<file path="src/rtl/clk_div_prog.sv">
// Programmable clock divider: produces either a ceil(N/2)-high divided clock or a
// one-clk pulse every N clocks, with safe divisor reloads that only take effect at a period wrap.
module clk_div_prog #(
  parameter int W       = 16,
  parameter int RST_DIV = 2
) (
  input  logic         clk,
  input  logic         rst_n,
  input  logic         en,
  input  logic         mode,
  input  logic [W-1:0] div_val,
  input  logic         div_load,
  output logic         div_busy,
  output logic         div_err,
  output logic         clk_div,
  output logic         div_pulse,
  output logic         running
);

  localparam logic [1:0] IDLE  = 2'd0;
  localparam logic [1:0] RUN   = 2'd1;
  localparam logic [1:0] DRAIN = 2'd2;

  logic [1:0]   state, state_nx;
  logic [W-1:0] cnt, cnt_nx;
  logic [W-1:0] n_q, n_nx;
  logic [W-1:0] pend_q;
  logic         mode_q, mode_nx;
  logic         last, wrap, apply, load_ok, active_nx;
  logic [W-1:0] h_nx;

  assign last    = (cnt == n_q - W'(1));
  assign wrap    = (state != IDLE) && last;
  assign apply   = div_busy && ((state == IDLE) || wrap);
  assign load_ok = div_load && (div_val > W'(1));

  // RUN and DRAIN advance identically; en only decides where a finished period goes next
  always_comb begin
    state_nx = state;
    cnt_nx   = cnt;
    mode_nx  = mode_q;
    case (state)
      IDLE: begin
        cnt_nx = '0;
        if (en) begin
          state_nx = RUN;
          mode_nx  = mode;
        end
      end
      RUN, DRAIN: begin
        if (last) begin
          cnt_nx   = '0;
          state_nx = en ? RUN : IDLE;
        end else begin
          cnt_nx   = cnt + W'(1);
          state_nx = en ? RUN : DRAIN;
        end
      end
      default: begin
        state_nx = IDLE;
        cnt_nx   = '0;
      end
    endcase
  end

  // Outputs are registered from next-cycle state so they line up with cnt
  always_comb begin
    n_nx      = apply ? pend_q : n_q;
    h_nx      = (n_nx >> 1) + {{(W-1){1'b0}}, n_nx[0]};
    active_nx = (state_nx != IDLE);
  end

  always_ff @(posedge clk or negedge rst_n) begin
    if (!rst_n) begin
      state     <= IDLE;
      cnt       <= '0;
      n_q       <= W'(RST_DIV);
      pend_q    <= '0;
      mode_q    <= 1'b0;
      div_busy  <= 1'b0;
      div_err   <= 1'b0;
      clk_div   <= 1'b0;
      div_pulse <= 1'b0;
      running   <= 1'b0;
    end else begin
      state     <= state_nx;
      cnt       <= cnt_nx;
      n_q       <= n_nx;
      mode_q    <= mode_nx;
      div_err   <= div_load && !load_ok;
      clk_div   <= active_nx && !mode_nx && (cnt_nx < h_nx);
      div_pulse <= active_nx && mode_nx && (cnt_nx == '0);
      running   <= active_nx;
      // A load landing on the apply cycle stays pending for the next wrap
      if (load_ok) begin
        pend_q   <= div_val;
        div_busy <= 1'b1;
      end else if (apply) begin
        div_busy <= 1'b0;
      end
    end
  end

endmodule

</file>
<file path="config.mk">
export PLATFORM = sky130hd
export DESIGN_NAME = clk_div_prog
export DESIGN_NICKNAME = d
export VERILOG_FILES = /design/src/rtl/clk_div_prog.sv
export SDC_FILE = /design/constraint.sdc
export NUM_CORES = 1
export LEC_CHECK = 0
export ABC_AREA = 1
export ABC_CLOCK_PERIOD_IN_PS = 3500
export BUFFER_PORTS_ARGS = -buffer_cell sky130_fd_sc_hd__buf_2
export CELL_PAD_IN_SITES_DETAIL_PLACEMENT = 1
export CELL_PAD_IN_SITES_GLOBAL_PLACEMENT = 2
export CORE_MARGIN = 4
export CORE_UTILIZATION = 32
export CTS_CLUSTER_SIZE = 40
export DETAILED_ROUTE_END_ITERATION = 6
export GPL_ROUTABILITY_DRIVEN = 0
export GPL_TIMING_DRIVEN = 0
export PLACE_DENSITY_LB_ADDON = 0.1
export SYNTH_ARGS = -nofsm -noshare
export SYNTH_HDL_FRONTEND = slang
export SYNTH_SLANG_ARGS = --single-unit
</file>
<file path="constraint.sdc">
create_clock -name clk -period 3.5 [get_ports clk]
set_input_delay 0.525 -clock clk [delete_from_list [all_inputs] [get_ports clk]]
set_output_delay 0.525 -clock clk [all_outputs]
set_load 0.01 [all_outputs]
</file>
==> impl_metrics.prom <==
# TYPE chip_impl_metric gauge
chip_impl_metric{name="setup_ws",unit="ns"} -0.486
chip_impl_metric{name="final_min_period_over_clock_period",unit="%"} 114
chip_impl_info{name="rsz0062_at_grt",value="yes"} 1
chip_impl_metric{name="r2r_slack",unit="ns"} -0.49
chip_impl_metric{name="total_power",unit="W"} 0.00373
chip_impl_metric{name="clock_tree.htree_level_count",unit=""} 2
chip_impl_metric{name="finalWirelength",unit="um"} 11300
chip_impl_metric{name="final_max_slew_violation_count",unit=""} 0
chip_impl_metric{name="synth_fp_nets",unit=""} 557
chip_impl_info{name="cts_tree",value="built"} 1
chip_impl_metric{name="route.detailed.drc",unit=""} 0
chip_impl_info{name="ys_dominant_reg_cell",value="dfrtp_1"} 1
chip_impl_metric{name="synth_area",unit="um^2"} 3860
chip_impl_metric{name="post_layout_nonfiller_instances",unit=""} 709
chip_impl_info{name="library_cell_used_as_clock_root_buffer",value="clkbuf_16"} 1
chip_impl_metric{name="antenna_violations_before_repair",unit=""} 0
chip_impl_metric{name="cp.arrival",unit="ns"} 4.17
chip_impl_metric{name="io-pin-count",unit=""} 26
chip_impl_metric{name="ys_async_sr_fraction",unit="%"} 100
chip_impl_metric{name="tightest_slew",unit="ns"} 0.719
chip_impl_metric{name="width_of_the_die",unit="um"} 118
chip_impl_info{name="run_status",value="finished with violations"} 1
chip_impl_metric{name="design.die.area",unit="um^2"} 13900
chip_impl_metric{name="cts_max_path_buffers",unit=""} 2
chip_impl_info{name="violations",value="setup timing"} 1
chip_impl_metric{name="first_global_vias",unit=""} 3720
chip_impl_metric{name="fmaxAchievable",unit="GHz"} 0.251
chip_impl_metric{name="dieHeight",unit="um"} 118
chip_impl_metric{name="grt.total_usage",unit="%"} 16.5
chip_impl_metric{name="synthDistinctLibCells",unit=""} 36
chip_impl_metric{name="flow.area_growth_from_synthesis",unit="%"} 19.8
chip_impl_metric{name="floorplan.initialDensity",unit="%"} 33.3
chip_impl_metric{name="avgRoutedWirePerCell",unit="um"} 15.9
chip_impl_metric{name="placed_cells_incl_taps",unit=""} 683
chip_impl_metric{name="synth.yosys.warnings",unit=""} 0
chip_impl_metric{name="finalHoldViolations",unit=""} 0
chip_impl_metric{name="drv_cap",unit=""} 0
chip_impl_info{name="timing.setup.critical_path_class",value="reg -> reg"} 1
chip_impl_metric{name="synth_sequential_area_ratio",unit="%"} 36.3
chip_impl_metric{name="clkLatencyLatePin",unit="ns"} 0.30
chip_impl_metric{name="required_time_at_the_endpoint_of_the_critical_path",unit="ns"} 3.69
chip_impl_metric{name="drt_iter0_drc",unit=""} 90
chip_impl_metric{name="cts_buffers",unit=""} 5
chip_impl_metric{name="routed-via-count",unit=""} 3420
chip_impl_metric{name="placementRows",unit=""} 39
chip_impl_metric{name="crit_fanout",unit=""} 5
chip_impl_metric{name="slew_headroom",unit="%"} 52.1
chip_impl_metric{name="power_density",unit="nW/um^2"} 807
chip_impl_info{name="critical-path-top-cell-by-count",value="nand2_1"} 1
chip_impl_metric{name="place_hpwl",unit="um"} 9170
chip_impl_metric{name="finalCriticalPeriod",unit="ns"} 3.99
chip_impl_info{name="hp-class",value="in -> async"} 1
chip_impl_metric{name="synth-edff-count",unit=""} 0
chip_impl_metric{name="nets",unit=""} 607
chip_impl_metric{name="io_buffers",unit=""} 25
chip_impl_metric{name="static-leakage-power",unit="nW"} 2.35
chip_impl_metric{name="grt_remaining_overflow",unit=""} 0
chip_impl_metric{name="num_antenna_cells",unit=""} 0
chip_impl_metric{name="ant_nets",unit=""} 0
chip_impl_metric{name="synthCells",unit=""} 515
chip_impl_metric{name="drtPass1Iterations",unit=""} 4
chip_impl_info{name="critical_path.slowest_cell",value="dfstp_2"} 1
chip_impl_metric{name="worst_ir_drop_vdd",unit="mV"} 0.460
chip_impl_metric{name="syn_avg_cell_area",unit="um^2"} 7.50
chip_impl_metric{name="timing.critical_path.slowest_cell_delay",unit="ns"} 0.56
chip_impl_metric{name="ratio_of_cells_with_drive_above_1_in_the_final_layout",unit="%"} 24.0
chip_impl_metric{name="ys_ff_latch",unit=""} 56
chip_impl_metric{name="finalClockSkew",unit="ns"} 0.00620
chip_impl_metric{name="grt_max_degree",unit=""} 57
chip_impl_metric{name="via_per_inst",unit=""} 4.82
chip_impl_metric{name="grt_first_pass_wirelength",unit="um"} 18200
chip_impl_metric{name="clk_pin_slew",unit="ns"} 0.07
chip_impl_info{name="timing.critical_path.from_type",value="register"} 1
chip_impl_metric{name="clkSinkCount",unit=""} 56
chip_impl_info{name="critPathCaptureType",value="register"} 1
chip_impl_metric{name="coreArea",unit="um^2"} 11600
chip_impl_metric{name="setup_viol",unit=""} 1
[state kept, by name (all words and copies together), names as in the netlist]
register / count
cnt: 16
n_q: 16
pend_q: 16
state: 2
clk_div: 1
div_busy: 1
div_err: 1
div_pulse: 1
mode_q: 1
running: 1
[synthesized netlist by cell type (3+ instances only)]
library cell	instances	area [um^2]
a21oi_1	11	55.1
dfrtp_1	55	1380
ha_1	21	263
inv_1	77	289
inv_2	5	18.8
mux2_2	14	158
nand2_1	137	514
nand2_2	11	68.8
nand3_1	44	220
nand3b_1	6	45.0
nand4_1	10	62.6
nor2_1	41	154
nor2_2	10	62.6
nor2_4	3	33.8
nor3_1	9	45.0
nor4_1	4	25.0
o21ai_0	8	40.0
o21ai_1	4	20.0
or2_2	4	25.0
xnor2_1	12	105
xor2_1	9	78.8
[path summary, 6_finish.rpt]
path | endpoint | cells after the start | startpoint
worst min-delay path | div_err | 1 | rst_n
worst max-delay path | clk_div | 32 | n_q[1]
worst min register to register | pend_q[15] | 1 | pend_q[15]
min in group clk | div_err | 3 | div_load
worst max register to register | clk_div | 32 | n_q[1]
max in group asynchronous | n_q[12] | 1 | rst_n
[cell type report]
| class | count | area, um^2 |
|---|---|---|
| buffer | 6 | 55.1 |
| clock buffer | 5 | 125 |
| clock inverter | 3 | 42.5 |
| fill | 1423 | 6990 |
| inverter | 82 | 320 |
| multi-input combinational | 371 | 2240 |
| sequential | 56 | 1400 |
| tap | 143 | 179 |
| timing repair buffer | 43 | 263 |
[cell families after synthesis]
| kind of cell | Yosys count | synth area share, % |
|---|---|---|
| buf+inv | 88 | 9.30 |
| compound gates | 33 | 5.38 |
| xor+xnor | 21 | 4.76 |
| flops | 56 | 36.3 |
| simple gates | 282 | 33.4 |
| fa+ha+maj | 21 | 6.80 |
| mux | 14 | 4.08 |
[per-stage QoR]
| step | setup TNS, ns | util, % | cell area (um^2) | setup slack (ns) | hold WS [ns] |
|---|---|---|---|---|---|
| 2_1_floorplan | -0.105 | - | 3900 | -0.105 | 0.229 |
| 3_3_place_gp | -0.932 | 36.2 | 4200 | -0.932 | 0.490 |
| 3_5_place_dp | -1.00 | 36.2 | 4200 | -1.00 | 0.490 |
| 4_1_cts | -0.491 | 38.9 | 4520 | -0.491 | 0.433 |
| 5_1_grt | -0.746 | 39.8 | 4630 | -0.746 | 0.343 |
| 6_report | -0.486 | 39.8 | 4630 | -0.486 | 0.284 |
[critical path, delay by kind of cell, from the launching register on]
| kind | cells | cell delay [ns] |
|---|---|---|
| AND/OR/NAND/NOR | 21 | 1.89 |
| adder cells (fa/ha/maj) | 4 | 0.89 |
| flip-flops | 1 | 0.56 |
| buffers and inverters | 4 | 0.27 |
| AO/OA/AOI/OAI | 3 | 0.26 |
[power by group]
| group | switching, W | internal (W) | total, W |
|---|---|---|---|
| sequential | 0.000191 | 0.000809 | 0.00100 |
| clock | 0.000241 | 0.000337 | 0.000578 |
| combinational | 0.00134 | 0.000811 | 0.00215 |
| total | 0.00177 | 0.00196 | 0.00373 |
[cells in the final DEF, fill, tap and decap left out, drive strengths merged]
cell and count:
nand2 150, inv 82, dfrtp 55, nor2 54, buf 48, nand3 45
ha 21, mux2 14, o21ai 14, xnor2 12, a21oi 11, nand4 10
xor2 9, nor3 9, nand3b 6, clkbuf 6, or2 4, nor4 4
o22ai 2, o21a 1, a221oi 1, a211o 1, a22oi 1, a211oi 1
o211ai 1, bufinv 1, clkinvlp 1, clkinv 1, dfstp 1
[metal layers]
metal,vias up,global-route usage (%),share of wire [%]
li1,1737,-,-
met1,1643,20.2,46
met2,34,30.8,51
met3,6,1.87,2.0
met4,0,3.88,0.98
met5,-,0,0
[what timing repair did]
action / 4_1_cts / 5_1_grt
endpoints found under the setup margin: 1 / 1
gates resized for setup: 16 / 15
hold buffers: 0 / 0
setup buffers: 13 / 5
pin swaps: 17 / 20
No activity file was read; power rests on OpenSTA's default activity.
